==> src/rtl/branch_resolve_pkg.sv <==
// Shared definitions for the EX-stage branch resolution unit: branch
// condition encodings, FSM state encoding and the default datapath width.
package branch_resolve_pkg;

   localparam int XLEN_DEF = 32;

   // B-type funct3 condition encodings (010/011 are reserved)
   localparam logic [2:0] F3_BEQ  = 3'b000;
   localparam logic [2:0] F3_BNE  = 3'b001;
   localparam logic [2:0] F3_BLT  = 3'b100;
   localparam logic [2:0] F3_BGE  = 3'b101;
   localparam logic [2:0] F3_BLTU = 3'b110;
   localparam logic [2:0] F3_BGEU = 3'b111;

   // Redirect/flush sequencer states
   typedef enum logic {
      ST_IDLE  = 1'b0,
      ST_FLUSH = 1'b1
   } br_state_e;

endpackage

==> src/rtl/branch_resolve_cond_decode.sv <==
// Combinational branch condition decode: turns funct3 plus the comparator
// flags into taken/illegal, and selects unsigned compare for BLTU/BGEU.
module branch_cond_decode
   import branch_resolve_pkg::*;
(
   input  logic [2:0] funct3_i,
   input  logic       br_eq_i,
   input  logic       br_lt_i,
   output logic       taken_o,
   output logic       illegal_o,
   output logic       br_un_o
);

   // Condition evaluation; reserved encodings are never taken
   always_comb begin
      taken_o   = 1'b0;
      illegal_o = 1'b0;
      case (funct3_i)
         F3_BEQ:           taken_o = br_eq_i;
         F3_BNE:           taken_o = ~br_eq_i;
         F3_BLT, F3_BLTU:  taken_o = br_lt_i;
         F3_BGE, F3_BGEU:  taken_o = ~br_lt_i;
         default:          illegal_o = 1'b1;
      endcase
   end

   // Unsigned comparator select goes straight back to the comparator
   always_comb begin
      br_un_o = (funct3_i == F3_BLTU) || (funct3_i == F3_BGEU);
   end

endmodule

==> src/rtl/branch_resolve.sv <==
// EX-stage branch/jump resolution. Fetch predicts not-taken, so every taken,
// aligned control transfer issues a registered redirect and then holds flush
// for FLUSH_DEPTH unstalled cycles. Misaligned targets raise an exception
// instead of redirecting.
// Optional feature macro: BRANCH_RESOLVE_STATS_EN adds saturating counters
// stat_branches / stat_taken / stat_redirects.
module branch_resolve
   import branch_resolve_pkg::*;
#(
   parameter int XLEN        = XLEN_DEF,
   parameter int FLUSH_DEPTH = 2
)(
   input  logic            clk,
   input  logic            rst_n,
   input  logic            ex_valid,
   input  logic            ex_stall,
   input  logic            ex_is_branch,
   input  logic            ex_is_jal,
   input  logic            ex_is_jalr,
   input  logic [2:0]      ex_funct3,
   input  logic [XLEN-1:0] ex_pc,
   input  logic [XLEN-1:0] ex_imm,
   input  logic [XLEN-1:0] ex_rs1,
   input  logic            BrEq,
   input  logic            BrLT,
   output logic            BrUn,
   output logic            redirect_valid,
   output logic [XLEN-1:0] redirect_pc,
   output logic            flush,
   output logic            misalign_exc,
   output logic [XLEN-1:0] misalign_addr,
   output logic            illegal_br
`ifdef BRANCH_RESOLVE_STATS_EN
   ,
   output logic [31:0]     stat_branches,
   output logic [31:0]     stat_taken,
   output logic [31:0]     stat_redirects
`endif
);

   br_state_e       state_q, state_d;
   logic [2:0]      cnt_q, cnt_d;
   logic            redirect_valid_q;
   logic [XLEN-1:0] redirect_pc_q;
   logic            misalign_exc_q;
   logic [XLEN-1:0] misalign_addr_q;
   logic            illegal_q;

   logic            cond_taken, cond_illegal;
   logic [1:0]      type_cnt;
   logic            one_hot, resolve, taken, misaligned;
   logic [XLEN-1:0] sum_base, sum, target;
   logic            do_redirect, do_misalign, do_illegal;

   branch_cond_decode u_cond (
      .funct3_i  (ex_funct3),
      .br_eq_i   (BrEq),
      .br_lt_i   (BrLT),
      .taken_o   (cond_taken),
      .illegal_o (cond_illegal),
      .br_un_o   (BrUn)
   );

   // Resolution qualifiers, target adder and outcome classification
   always_comb begin
      type_cnt    = {1'b0, ex_is_branch} + {1'b0, ex_is_jal} + {1'b0, ex_is_jalr};
      one_hot     = (type_cnt == 2'd1);
      resolve     = ex_valid & ~ex_stall & (state_q == ST_IDLE);
      taken       = one_hot & ((ex_is_branch & cond_taken) | ex_is_jal | ex_is_jalr);
      sum_base    = ex_is_jalr ? ex_rs1 : ex_pc;
      sum         = sum_base + ex_imm;
      // JALR clears bit 0 of the computed address
      target      = {sum[XLEN-1:1], sum[0] & ~ex_is_jalr};
      misaligned  = (target[1:0] != 2'b00);
      do_redirect = resolve & taken & ~misaligned;
      do_misalign = resolve & taken & misaligned;
      do_illegal  = resolve & one_hot & ex_is_branch & cond_illegal;
   end

   // FSM state and flush counter register
   always_ff @(posedge clk or negedge rst_n) begin
      if (!rst_n) begin
         state_q <= ST_IDLE;
         cnt_q   <= 3'd0;
      end else begin
         state_q <= state_d;
         cnt_q   <= cnt_d;
      end
   end

   // FSM next state: enter FLUSH on a redirect, count down unstalled cycles
   always_comb begin
      state_d = state_q;
      cnt_d   = cnt_q;
      case (state_q)
         ST_IDLE: begin
            if (do_redirect) begin
               state_d = ST_FLUSH;
               cnt_d   = 3'(FLUSH_DEPTH);
            end
         end
         ST_FLUSH: begin
            if (!ex_stall) begin
               if (cnt_q <= 3'd1) begin
                  state_d = ST_IDLE;
                  cnt_d   = 3'd0;
               end else begin
                  cnt_d = cnt_q - 3'd1;
               end
            end
         end
         default: begin
            state_d = ST_IDLE;
            cnt_d   = 3'd0;
         end
      endcase
   end

   // FSM outputs: flush is asserted for the whole FLUSH state
   always_comb begin
      flush = (state_q == ST_FLUSH);
   end

   // Registered redirect / exception pulses; addresses held between events
   always_ff @(posedge clk or negedge rst_n) begin
      if (!rst_n) begin
         redirect_valid_q <= 1'b0;
         redirect_pc_q    <= '0;
         misalign_exc_q   <= 1'b0;
         misalign_addr_q  <= '0;
         illegal_q        <= 1'b0;
      end else begin
         redirect_valid_q <= do_redirect;
         misalign_exc_q   <= do_misalign;
         illegal_q        <= do_illegal;
         if (do_redirect) redirect_pc_q   <= target;
         if (do_misalign) misalign_addr_q <= target;
      end
   end

   assign redirect_valid = redirect_valid_q;
   assign redirect_pc    = redirect_pc_q;
   assign misalign_exc   = misalign_exc_q;
   assign misalign_addr  = misalign_addr_q;
   assign illegal_br     = illegal_q;

`ifdef BRANCH_RESOLVE_STATS_EN
   logic [31:0] stat_br_q, stat_tk_q, stat_rd_q;
   logic        inc_br, inc_tk;

   // Statistic qualifiers: one-hot branches resolved, and those taken
   always_comb begin
      inc_br = resolve & one_hot & ex_is_branch;
      inc_tk = inc_br & cond_taken;
   end

   // Saturating event counters
   always_ff @(posedge clk or negedge rst_n) begin
      if (!rst_n) begin
         stat_br_q <= '0;
         stat_tk_q <= '0;
         stat_rd_q <= '0;
      end else begin
         if (inc_br && stat_br_q != '1)      stat_br_q <= stat_br_q + 32'd1;
         if (inc_tk && stat_tk_q != '1)      stat_tk_q <= stat_tk_q + 32'd1;
         if (do_redirect && stat_rd_q != '1) stat_rd_q <= stat_rd_q + 32'd1;
      end
   end

   assign stat_branches  = stat_br_q;
   assign stat_taken     = stat_tk_q;
   assign stat_redirects = stat_rd_q;
`endif

endmodule

==> config.mk <==
export PLATFORM = sky130hd
export DESIGN_NAME = branch_resolve
export DESIGN_NICKNAME = d
export VERILOG_FILES = /design/src/rtl/branch_resolve_pkg.sv /design/src/rtl/branch_resolve_cond_decode.sv /design/src/rtl/branch_resolve.sv
export SDC_FILE = /design/constraint.sdc
export NUM_CORES = 1
export LEC_CHECK = 0
export BUFFER_PORTS_ARGS = -buffer_cell sky130_fd_sc_hd__buf_2
export CORE_ASPECT_RATIO = 0.75
export CORE_MARGIN = 2
export CORE_UTILIZATION = 35
export DETAILED_ROUTE_END_ITERATION = 10
export PLACE_DENSITY = 0.59
export SETUP_SLACK_MARGIN = 0.2
export SLEW_MARGIN = 20
export SYNTH_ARGS = -nofsm -noshare
export SYNTH_HDL_FRONTEND = slang
export SYNTH_HIERARCHICAL = 1
export SYNTH_SLANG_ARGS = --single-unit
export TNS_END_PERCENT = 1
==> constraint.sdc <==
create_clock -name clk -period 2.2 [get_ports clk]
set_input_delay 0.44 -clock clk [delete_from_list [all_inputs] [get_ports clk]]
set_output_delay 0.44 -clock clk [all_outputs]
set_load 0.02 [all_outputs]
Word-level counts from Yosys, hierarchy flattened
Cells that the tools add are included.
{"block": "totals", "romBits": 0, "ram_bits": 0, "out_inout_bits": 69, "memories": 0, "latch_bits": 0, "reg_bits": 71, "wordCells": 57}
{"block": "op_classes", "n_mul": 0, "n_addsub": 4, "bitwise_logic": 19, "n_lt_le_gt_ge": 1, "n_shift": 0, "n_mux": 11, "eq_ne": 8, "n_div": 0, "reduce_logical": 7}
{"cell": "adder 32 bit", "n": 1}
{"cell": "2-to-1 mux 32 bit", "n": 1}
{"cell": "equality test 3 bit, second input constant", "n": 4}
{"cell": "bitwise AND 1 bit", "n": 11}
{"cell": "2-to-1 mux 3 bit", "n": 3}
{"cell": "inverter 1 bit", "n": 6}
{"cell": "case mux 3 bit (2 select lines)", "n": 1}
{"cell": "OR reduction 6 bit", "n": 1}
{"cell": "2-to-1 mux 1 bit", "n": 4}
{"cell": "inequality test 2 bit, second input constant", "n": 2}
{"cell": "case mux 1 bit (4 select lines)", "n": 1}
{"cell": "OR reduction 2 bit", "n": 2}
{"cell": "equality test 3 x 1 -> 1 bit, second input constant", "n": 1}
{"cell": "less-or-equal comparator 3 x 1 -> 1 bit, second input constant", "n": 1}
{"cell": "zero test 3 bit", "n": 1}
{"cell": "subtractor 3 x 1 -> 3 bit, second input constant", "n": 1}
{"cell": "adder 1 x 1 -> 2 bit", "n": 1}
{"cell": "adder 2 x 1 -> 2 bit", "n": 1}
{"cell": "equality test 2 x 1 -> 1 bit, second input constant", "n": 1}
{"cell": "bitwise OR 1 bit", "n": 2}
{"cell": "case mux 1 bit (2 select lines)", "n": 1}
{"cell": "AND reduction 2 bit", "n": 1}
{"cell": "nonzero test 2 bit", "n": 1}
{"cell": "logical OR 1 bit", "n": 1}

Depth between registers and ports, before layout
{"block": "depth", "ltp_word": 11, "mapped_depth": 13, "depth_no_buf": 11}

Cells and area by module
The synthesis kept the hierarchy.
{"module": "branch_resolve", "cells_per_inst": 526, "seq_area_each_um2": 1776.7, "n_inst": 1, "area_each_um2": 4893.4}
{"module": "branch_cond_decode", "cells_per_inst": 6, "seq_area_each_um2": 0.0, "n_inst": 1, "area_each_um2": 42.5}

Worst setup path after synthesis
Ideal clock, no wire load.
{"block": "synth_path", "kind": "input-to-reg", "startpoint": "input ex_is_jalr", "endpoint": "register misalign_addr_q[30], in the netlist misalign_addr[30]", "setup_ns": 0.130, "slack_ns": -1.098, "t_required_ns": 2.070, "cell_stages": 13, "t_arrival_ns": 3.168, "cell_sequence": "clkbuf_1 -> clkbuf_1 -> mux2_2 -> ha_1 -> buf_6 -> a211o_1 -> a31o_2 -> a41oi_2 -> o21ai_2 -> o21ai_4 -> o22ai_2 -> xnor2_1 -> o21ai_1"}
{"block": "synth_via", "elab_chain_len": 5, "word_cells_on_any_way": 11, "classes_between": "add/sub (2); eq/ne (1); mux (1); bitwise (6); reduce/logical (1)"}
{"element": "start, declared", "line": "branch_resolve.sv:19", "rtl": "input logic ex_is_jalr,"}
{"element": "2-to-1 mux 32 bit or adder 2 x 1 -> 2 bit (tied branches)", "line": "branch_resolve.sv:70, branch_resolve.sv:66"}
{"element": "adder 32 bit or equality test 2 x 1 -> 1 bit (tied branches)", "line": "branch_resolve.sv:71, branch_resolve.sv:67"}
{"element": "bitwise AND 1 bit, on equally long branches", "line": "branch_resolve.sv:73, branch_resolve.sv:69"}
{"element": "nonzero test 2 bit or bitwise AND 1 bit (tied branches)", "line": "branch_resolve.sv:74, branch_resolve.sv:76"}
{"element": "bitwise AND 1 bit", "line": "branch_resolve.sv:76", "rtl": "do_misalign = resolve & taken & misaligned;"}
{"element": "end signal, assigned", "line": "branch_resolve.sv:137", "rtl": "if (do_misalign) misalign_addr_q <= target;"}
{"element": "end, declared", "line": "branch_resolve.sv:46", "rtl": "logic [XLEN-1:0] misalign_addr_q;"}
Several ways; a longest one is shown, not always the timed one.
A chain may end at the register's enable or synchronous reset.

Worst setup path after layout
{"block": "layout_path", "startpoint": "input ex_is_jalr", "endpoint": "register redirect_pc_q[24], in the netlist redirect_pc[24]"}
{"block": "layout_via", "elab_chain_len": 6, "word_cells_on_any_way": 12, "classes_between": "add/sub (2); eq/ne (1); mux (1); bitwise (7); reduce/logical (1)"}
{"element": "2-to-1 mux 32 bit", "line": "branch_resolve.sv:70", "rtl": "sum_base = ex_is_jalr ? ex_rs1 : ex_pc;"}
{"element": "adder 32 bit", "line": "branch_resolve.sv:71", "rtl": "sum = sum_base + ex_imm;"}
{"element": "bitwise AND 1 bit", "line": "branch_resolve.sv:73", "rtl": "target = {sum[XLEN-1:1], sum[0] & ~ex_is_jalr};"}
{"element": "nonzero test 2 bit", "line": "branch_resolve.sv:74", "rtl": "misaligned = (target[1:0] != 2'b00);"}
{"element": "inverter 1 bit", "line": "branch_resolve.sv:75", "rtl": "do_redirect = resolve & taken & ~misaligned;"}
{"element": "bitwise AND 1 bit", "line": "branch_resolve.sv:75"}
{"element": "end signal, assigned", "line": "branch_resolve.sv:136", "rtl": "if (do_redirect) redirect_pc_q <= target;"}
{"element": "end, declared", "line": "branch_resolve.sv:44", "rtl": "logic [XLEN-1:0] redirect_pc_q;"}
Several ways; a longest one is shown, not always the timed one.

==> flow_summary.ini <==
[run_status]
run_status = finished, violations left
violations = setup timing

[clock_network]
htree_levels = 3
clockBufferDepth = 2
cts_tree = built
cts.reportedPaths.clkPinSlew_ns = 0.06
insertion_delay_ns = 0.34
ctsRootBufferMaster = clkbuf_16
numCtsBuffers = 9
postCtsHoldBufs = 0
clkSinkCount = 71

[global_routing]
antenna_found_initial = 0
grt_max_degree = 38
grt_pass1_vias = 4946
grt_pass1_wl_um = 24500
track_usage = 0.207
overflow = 0

[sta]
grt_setup_unrepaired = yes
finalMaxSlewViolations = 0
fmax_mhz = 368
skew_ns = 0.00312
worst_slack_ns = -0.519
relSlewSlack = 0.667
finalSetupViolCount = 47
worstMarginPinSlew_ns = 0.500
period_needed_ns = 2.72
hold_viol = 0
finalCritPeriodShare = 1.24

[setup_path]
crit_fanout = 10
start_kind = primary input
worstPathRequired_ns = 2.42
critPathArrivalTime_ns = 2.94
regToRegStartpoint = flush$_DFF_PN0_
rrSetupSlack_ns = 0.42
reg2reg_to = misalign_addr[31]$_DFFE_PN0P_
cp-end-kind = flop
setup.worst_path.class = in2reg
r2r_cells = 9

[synthesis]
synthCells = 532
netlist_area_sq_mm = 0.00494
synth.top_cell.area_share = 0.360
synthTopCellsByArea = dfrtp_1 (36%), ha_1 (8.4%), mux2_2 (7.1%), nand2_1 (6.9%), o21ai_0 (5.2%)
synth-main-ff-cell = dfrtp_1
seq_area_frac_synth = 0.360
yosysMostFrequentCell = nand2_1
synthTopCellsByCount = nand2_1 (91), dfrtp_1 (71), o21ai_0 (51)
synth-edff-count = 0
synth_seq_cells = 71
ys_warn_count = 6
syn_avg_cell_area_sq_um = 9.28
syn-num-nets = 675
synth_area_leader_cell = dfrtp_1
async_flop_share = 1.00
synth.distinct_cells = 61

[job]
max_cap_violations = 0

[floorplanning]
rows = 37
fp.dieW_um = 141
core_area_sq_mm = 0.0137
die_h_um = 107
die-area_sq_mm = 0.0151
io_pins = 177
initial_core_util = 0.359

[finish]
area_growth_syn_to_layout_pct = 53.0
final_util = 0.549
finalNetCount = 946
drive_gt1_frac = 0.517
fillers = 1278
n_antenna_cell = 0

[placed_design]
pre_cts_slack_ns = -1.03
io_buffers = 176
dp_hpwl_um = 11900
gp_congestion = 0.894

[worst_hold_path]
hp-class = in2async

[routing]
dr.pass1.iters = 5
first_iter_violations = 192
totalWireLength_um = 15400
vias = 4827
ant_nets = 0
post-route-drc-count = 0
viasPerCell = 4.91
wire_per_inst_um = 15.6

[power]
power_density_mw_per_mm2 = 927
ir_drop_mv = 0.396
p_leak_nw = 3.73
[worst max-delay path by stage]
stage / startpoint / end / slack (ns) / cells after the start
finish: ex_is_jalr / redirect_pc[24]$_DFFE_PN0P_ / -0.52 / 14
global route: ex_is_jalr / redirect_pc[28]$_DFFE_PN0P_ / -0.59 / 13
CTS: ex_is_jalr / misalign_addr[26]$_DFFE_PN0P_ / -0.49 / 14
detailed placement: ex_is_jalr / misalign_addr[26]$_DFFE_PN0P_ / -1.03 / 14
global placement: ex_is_jalr / redirect_pc[26]$_DFFE_PN0P_ / -1.00 / 13
floorplan: ex_is_jalr / misalign_addr[28]$_DFFE_PN0P_ / -0.68 / 12
[cells by family (layout without fill, tap and decap cells)]
family,after synthesis,after routing,synth area share
XOR/XNOR,31,31,0.0550
adder cells (fa/ha/maj),35,35,0.0918
buffers and inverters,38,314,0.0464
multiplexers,32,32,0.0727
AND/OR/NAND/NOR,155,155,0.142
flip-flops,71,71,0.360
AO/OA/AOI/OAI,170,170,0.232
[registers in the layout (all words and copies together) (netlist names)]
signal	cells
cnt_q	3
flush	1
illegal_br	1
misalign_addr	32
redirect_valid	1
misalign_exc	1
redirect_pc	32
[what timing repair did]
item | in CTS | in global routing
buffers inserted | 1 | 3
pin swaps | 21 | 8
endpoints found under the setup margin | 68 | 70
gates cloned | 1 | 0
resized for setup | 56 | 20
[final cells by class]
| cell class | count | area, sq um | share of cell area |
|---|---|---|---|
| Multi-Input combinational cell | 423 | 3430 | 0.455 |
| Timing Repair Buffer | 285 | 1780 | 0.235 |
| Sequential cell | 71 | 1780 | 0.235 |
| Clock buffer | 9 | 225 | 0.0298 |
| Tap cell | 175 | 219 | 0.0290 |
| Clock inverter | 7 | 72.6 | 0.00961 |
| Inverter | 13 | 48.8 | 0.00646 |
[power by group]
| part | internal, W | switching (W) |
|---|---|---|
| clock | 0.000879 | 0.000597 |
| combinational | 0.00139 | 0.00196 |
| sequential | 0.00185 | 0.000329 |
[cell usage in the layout (no fill, tap or decap), drive strengths merged, types with 3 or more instances in the layout]
cell    instances
a21o           13
a21oi          41
a31oi           8
and3            3
buf           285
clkbuf          9
clkinv          3
dfrtp          71
ha             33
inv            14
mux2           31
nand2          91
nand2b          5
nand3          12
nand4           9
nor2           21
nor2b           7
o211ai          4
o21a            6
o21ai          73
o21bai          6
o31ai           5
xnor2          17
xor2           14
[through the flow]
stage                     instances  cell area (sq um)  setup TNS [ns]  power, W  hold WS, ns
after global placement          962               6780          -40.66   0.00523        0.428
after global routing            983               7550          -15.78   0.00747       0.0928
after CTS                       980               7460          -10.92   0.00700       0.0749
final                           983               7550          -11.17   0.00700       0.0553
after floorplan                 532               5070          -29.61   0.00403        0.144
after detailed placement        962               6780          -44.29   0.00532        0.444
[critical path, stage by stage]
cell and delay, ns:
buf_12 0.12, buf_12 0.14, buf_6 0.11, mux2_4 0.30, ha_4 0.24, a211o_1 0.27
a31o_4 0.24, nand3b_4 0.10, a31oi_4 0.10, a211oi_4 0.33, buf_4 0.17, o31ai_2 0.05
xnor2_1 0.22, o21ai_1 0.09
[per-layer routing]
layer | vias up | GRT usage | routed length (um)
li1 | 2425 | - | -
met1 | 2237 | 0.289 | 7440
met2 | 158 | 0.328 | 6910
met3 | 7 | 0.0478 | 935
met4 | 0 | 0.0471 | 85
met5 | - | 0 | 0
Power figures use the tool's default switching activity.
